## config.mk

```make
export PLATFORM = sky130hd
export DESIGN_NAME = mcu_stage_sequencer
export DESIGN_NICKNAME = d
export VERILOG_FILES = /design/src/rtl/mcu_stage_sequencer.sv
export SDC_FILE = /design/constraint.sdc
export NUM_CORES = 1
export LEC_CHECK = 0
export CELL_PAD_IN_SITES_DETAIL_PLACEMENT = 0
export CELL_PAD_IN_SITES_GLOBAL_PLACEMENT = 2
export CORE_ASPECT_RATIO = 0.9
export CORE_MARGIN = 2
export CORE_UTILIZATION = 28
export CTS_CLUSTER_SIZE = 16
export DETAILED_ROUTE_END_ITERATION = 12
export PLACE_DENSITY_LB_ADDON = 0.3
export SLEW_MARGIN = 20
export SYNTH_ARGS = -nofsm -noshare
export SYNTH_HDL_FRONTEND = slang
export SYNTH_SLANG_ARGS = --single-unit
```

## constraint.sdc

```tcl
create_clock -name clk -period 1.8 [get_ports clk]
set_input_delay 0.18 -clock clk [delete_from_list [all_inputs] [get_ports clk]]
set_output_delay 0.18 -clock clk [all_outputs]
set_load 0.01 [all_outputs]
```

## src/rtl/mcu_stage_sequencer.sv

```systemverilog
// EDSAC main-control stage sequencer.
// Free-runs the digit / minor-cycle timebase and steps each order through
// fetch (s1), execute (s2) and the Sequence Control Tank increment, waiting on
// the CCU end pulses between stages and guarding every wait with a timeout.
module mcu_stage_sequencer #(
   parameter int DIGITS     = 36,
   parameter int EP_TIMEOUT = 64
) (
   input  logic       clk,
   input  logic       rst_n,
   input  logic       start,
   input  logic       stop_req,
   input  logic       single_step,
   input  logic       ep_any,
   input  logic       stop_one_b,
   output logic [5:0] digit,
   output logic       minor_odd,
   output logic       ev_d0,
   output logic       odd_d0,
   output logic       odd_d35,
   output logic       s1,
   output logic       s2,
   output logic       sct_inc,
   output logic       ep_done,
   output logic       running,
   output logic       fault
);

   localparam int                 TIMER_W     = $clog2(EP_TIMEOUT + 1);
   localparam logic [5:0]         DIGIT_LAST  = 6'(DIGITS - 1);
   localparam logic [TIMER_W-1:0] TIMER_MAX   = '1;
   localparam logic [TIMER_W-1:0] TIMER_LIMIT = TIMER_W'(EP_TIMEOUT);

   typedef enum logic [2:0] {
      ST_IDLE,
      ST_FETCH_ARM,
      ST_FETCH_WAIT,
      ST_EXEC_ARM,
      ST_EXEC_WAIT,
      ST_INC,
      ST_HALTED
   } state_t;

   state_t               state_q, state_d;
   logic [5:0]           digit_q, digit_d;
   logic                 minor_odd_q, minor_odd_d;
   logic [TIMER_W-1:0]   timer_q, timer_d;
   logic [TIMER_W-1:0]   timer_step;
   logic                 skip_inc_q, skip_inc_d;
   logic                 stop_pend_q, stop_pend_d;
   logic                 fault_q, fault_d;
   logic                 ep_done_q, ep_done_d;
   logic                 minor_evt;
   logic                 timeout_hit;

   // Timebase next value: digit wraps at DIGITS-1 and flips the minor-cycle parity.
   always_comb begin
      digit_d     = digit_q + 6'd1;
      minor_odd_d = minor_odd_q;
      if (digit_q == DIGIT_LAST) begin
         digit_d     = 6'd0;
         minor_odd_d = ~minor_odd_q;
      end
   end

   // Timebase registers; run in every state, independent of the order cycle.
   always_ff @(posedge clk or negedge rst_n) begin
      if (!rst_n) begin
         digit_q     <= 6'd0;
         minor_odd_q <= 1'b0;
      end else begin
         digit_q     <= digit_d;
         minor_odd_q <= minor_odd_d;
      end
   end

   // Timing decodes taken straight from the registered counter.
   assign digit     = digit_q;
   assign minor_odd = minor_odd_q;
   assign ev_d0     = (digit_q == 6'd0) && !minor_odd_q;
   assign odd_d0    = (digit_q == 6'd0) &&  minor_odd_q;
   assign odd_d35   = (digit_q == DIGIT_LAST) && minor_odd_q;

   // A minor cycle begins at every digit 0; the wait timer counts these, saturating.
   assign minor_evt   = ev_d0 || odd_d0;
   assign timer_step  = (timer_q == TIMER_MAX) ? timer_q : timer_q + 1'b1;
   assign timeout_hit = minor_evt && (timer_step >= TIMER_LIMIT);

   // Next-state and stage-stimulus decode for the order cycle.
   always_comb begin
      state_d     = state_q;
      timer_d     = timer_q;
      skip_inc_d  = skip_inc_q;
      stop_pend_d = stop_pend_q;
      fault_d     = fault_q;
      ep_done_d   = 1'b0;
      s1          = 1'b0;
      s2          = 1'b0;
      sct_inc     = 1'b0;

      // A stop request is only remembered while an order is in progress.
      if (running && stop_req) begin
         stop_pend_d = 1'b1;
      end

      case (state_q)
         ST_IDLE, ST_HALTED: begin
            if (start) begin
               state_d     = ST_FETCH_ARM;
               fault_d     = 1'b0;
               stop_pend_d = 1'b0;
            end
         end
         ST_FETCH_ARM: begin
            if (ev_d0) begin
               s1         = 1'b1;
               skip_inc_d = 1'b0;
               timer_d    = '0;
               state_d    = ST_FETCH_WAIT;
            end
         end
         ST_FETCH_WAIT: begin
            // An end pulse arriving on the timeout cycle still wins.
            if (ep_any) begin
               ep_done_d = 1'b1;
               state_d   = ST_EXEC_ARM;
            end else if (timeout_hit) begin
               fault_d     = 1'b1;
               stop_pend_d = 1'b0;
               state_d     = ST_HALTED;
            end else if (minor_evt) begin
               timer_d = timer_step;
            end
         end
         ST_EXEC_ARM: begin
            if (ev_d0) begin
               s2      = 1'b1;
               timer_d = '0;
               state_d = ST_EXEC_WAIT;
            end
         end
         ST_EXEC_WAIT: begin
            // Transfer orders flag themselves at any point while executing.
            if (stop_one_b) begin
               skip_inc_d = 1'b1;
            end
            if (ep_any) begin
               ep_done_d = 1'b1;
               state_d   = ST_INC;
            end else if (timeout_hit) begin
               fault_d     = 1'b1;
               stop_pend_d = 1'b0;
               state_d     = ST_HALTED;
            end else if (minor_evt) begin
               timer_d = timer_step;
            end
         end
         ST_INC: begin
            if (odd_d0) begin
               sct_inc = !skip_inc_q;
               if (stop_pend_q || stop_req || single_step) begin
                  stop_pend_d = 1'b0;
                  state_d     = ST_HALTED;
               end else begin
                  state_d = ST_FETCH_ARM;
               end
            end
         end
         default: begin
            state_d = ST_IDLE;
         end
      endcase
   end

   // Order-cycle control registers.
   always_ff @(posedge clk or negedge rst_n) begin
      if (!rst_n) begin
         state_q     <= ST_IDLE;
         timer_q     <= '0;
         skip_inc_q  <= 1'b0;
         stop_pend_q <= 1'b0;
         fault_q     <= 1'b0;
         ep_done_q   <= 1'b0;
      end else begin
         state_q     <= state_d;
         timer_q     <= timer_d;
         skip_inc_q  <= skip_inc_d;
         stop_pend_q <= stop_pend_d;
         fault_q     <= fault_d;
         ep_done_q   <= ep_done_d;
      end
   end

   assign running = (state_q == ST_FETCH_ARM)  || (state_q == ST_FETCH_WAIT) ||
                    (state_q == ST_EXEC_ARM)   || (state_q == ST_EXEC_WAIT)  ||
                    (state_q == ST_INC);
   assign ep_done = ep_done_q;
   assign fault   = fault_q;

endmodule

```

==> metrics.txt, run 1 <==
register share of total power=roughly 36%; Peak VDD IR=roughly 530 uV; post-route non-filler standard cell count=about 250; Filler Cells Inserted=457; number of global-route vias before repair=between 1,000 and 1,500; antenna fix cells=0; synth top area cells=dfrtp_1 (42%), a21oi_1 (4.8%), nor2_1 (3.6%); Crit path top cell by count=nand2_4; status=complete, but fails checks; IO buf count=22; Rel. slew slack=78.5%; CTS max path bufs=2; count of cell types in the netlist=43; Slew @ Worst Pin=0.320 ns; register area=approximately 530 sq um; max-cap viol count=0; CTS HTree Levels=1; Post-Layout Inst Area=0.00189 sq mm; Die X=~75 microns; IO Count=23; Logic pwr share=45.9%; Via density=4.88; die area=roughly 0.0050 sq mm; layout cells sized above 1=35.8%; Yosys top cell area share=a little over two fifths; reg2reg start=timer_q[1]; Final Max Tran Viols=0; GP Congestion=between 0.7 and 0.8; Worst EP arrival=around 1.8 ns; worst-path cell chain=nor4_4 -> buf_4 -> nand2_4 -> or2_4 -> clkinv_4 -> nand2_4 -> nor2_2 -> buf_2; synth cell count leaders=dfrtp_1 (21), a21oi_1 (12), nor2_1 (12); number of cells produced by synthesis=134; fin worst setup slack=-0.146 ns; Synth Area per Inst=approximately 9.4 sq um; area of the multi-input gates=between 700 and 800 sq um; Inst Count DP=243; PD cells=887 mW/mm^2; DR DRC count=0; Core Region=0.00437 sq mm; switching pwr=between 0.0006 and 0.0007 W; Seq/Total Area, Yosys=between 40% and 50%; CP max stage cell=dfrtp_1; CTS sink cnt=21; DP Wirelength=between 2 and 3 mm; post-synth top area cell=dfrtp_1; Skew-Pair Late Insertion Delay=between 0.2 and 0.3 ns; Final min period=around 1.9 ns; Pint=between 0.001 and 0.0015 W; Worst setup EP type=output pin; Final Hold Fails=0; Switching Fraction=roughly two fifths; cell area after placement=between 0.0015 and 0.002 sq mm; first-pass GRT wire length=between 5 and 6 mm; syn_nets=roughly 140; Cell Area, Synth=about 0.0013 sq mm; Fmax=between 500 and 600 MHz; initial antenna violation count=0; post-route total power=about 0.0017 W; Setup Skew=around 0.005 ns; NumNets Final=between 200 and 250; WL/cell=13.5 microns; Worst EP required=between 1.5 and 2 ns; final setup fails=4; Setup Crit Path Kind=reg -> out; TritonCTS clock tree=built; Yosys Warn Count=0; share of flip-flops with an asynchronous set or reset=100%; power share of the clock group=a little under a fifth; most frequent cell after synthesis=dfrtp_1; Setup crit start=digit[3]; CTS clk-pin slew, worst paths=0.08 ns; # hold bufs at CTS=0; crit-path max cell delay=between 0.4 and 0.5 ns; final wirelength=roughly 3.4 mm; EDFF count, synth=0; Critical Path Start Type=register; #FFs+latches synth=21; initial DRC count=52; CTS buffer count=3; CTS root buf=clkbuf_8; DP Worst Slack=-0.259 ns; vias=approximately 1,200; fin crit share=108%; Worst Path Max Fanout=3; violated checks=setup timing; Leakage=~0.83 nW; RSZ-0062 raised after global routing=true; TritonRoute pass-1 iters=4; largest net degree at the start of global routing=22; post-route ant nets=0; standard-cell rows=23; Initial Utilization=approximately 29%; gr ovfl total=0; GRT Overall Usage=about 15%; worst hold path type=in -> async; Main synth FF type=dfrtp_1; layout overhead on the synthesized area=50.4%; die height=roughly 68 microns
-- timing repair --
item / 4_1_cts / 5_1_grt
endpoints found under the setup margin: 7 / 14
gates resized for setup: 36 / 9
buffers inserted: 4 / 2
pin swaps: 7 / 8
-- cells by family after synthesis --
family | after synthesis | share of synthesized area, %
flops | 21 | 41.7
fa+ha+maj | 3 | 2.98
compound gates | 43 | 22.6
buf+inv | 13 | 4.67
simple gates | 48 | 23.4
mux | 1 | 1.19
xor+xnor | 5 | 3.48
-- registers in the layout, summed over array words and instances (netlist names) --
signal	cells
ep_done	1
digit	6
state_q	3
fault	1
skip_inc_q	1
stop_pend_q	1
timer_q	7
minor_odd	1
-- per-stage QoR --
stage               util (%)  hold WS [ns]  TNS [ns]
floorplan                  -        -0.116         0
global placement        40.1         0.515    -0.772
detailed placement      40.1         0.523    -0.850
CTS                     42.8         0.276    -0.455
global route            43.3         0.281    -0.837
finish                  43.3         0.262    -0.407
-- worst max-delay path, delay by kind of cell (launching register included) --
family / cells / cell delay, ns
buf+inv: 3 / 0.35
simple gates: 5 / 0.74
flops: 1 / 0.41
-- power by group through the flow --
stage	combinational, W	sequential [W]	clock, W
final	0.000771	0.000597	0.000312
after global routing	0.000857	0.000608	0.000356
after CTS	0.000749	0.000595	0.000332
after detailed placement	0.000725	0.000602	0
after global placement	0.000725	0.000605	0
after floorplan	0.000487	0.000570	0
-- layout make-up --
cell class | count | share of cell area [%]
timing repair buffer | 55 | 23.9
sequential | 21 | 27.8
inverter | 10 | 2.25
clock buffer | 4 | 2.38
tap | 62 | 4.10
multi-input combinational | 100 | 39.5
-- cells in the final DEF, fill, tap and decap left out, types with 3 or more instances in the layout --
cell             instances
buf_4                   32
dfrtp_1                 20
clkdlybuf4s50_1         15
a21oi_1                 11
nor2_1                  10
inv_1                    7
nand2_1                  6
o22ai_1                  5
nor3_1                   5
nand3_1                  4
o21ai_1                  4
a31oi_1                  4
o22a_1                   3
xnor2_1                  3
and2_1                   3
ha_1                     3
clkbuf_8                 3
buf_6                    3
-- final timing paths --
check | cells past startpoint | slack [ns] | endpoint
setup / recovery | 8 | -0.15 | s2
setup reg to reg | 6 | 0.07 | timer_q[0]
min in group clk | 2 | 0.53 | stop_pend_q
max in group asynchronous | 2 | 1.29 | state_q[2]
hold / removal | 2 | 0.26 | timer_q[1]
hold reg to reg | 2 | 0.53 | stop_pend_q
-- per-layer routing --
| layer | track usage (%) | wire length [microns] |
|---|---|---|
| met4 | 3.79 | 53 |
| met2 | 25.1 | 1710 |
| met3 | 3.58 | 67 |
| met5 | 0 | 0 |
| met1 | 19.0 | 1570 |
No activity file was read; power rests on OpenSTA's default activity.
==> run 2: changes to the inputs <==
--- a/config.mk
+++ b/config.mk
@@ -5,6 +5,7 @@
 export SDC_FILE = /design/constraint.sdc
 export NUM_CORES = 1
 export LEC_CHECK = 0
+export ABC_CLOCK_PERIOD_IN_PS = 1800
 export CELL_PAD_IN_SITES_DETAIL_PLACEMENT = 0
 export CELL_PAD_IN_SITES_GLOBAL_PLACEMENT = 2
 export CORE_ASPECT_RATIO = 0.9
==> results of run 2 <==
Same layout as run 1: the final DEF is identical, and so are final timing and power.
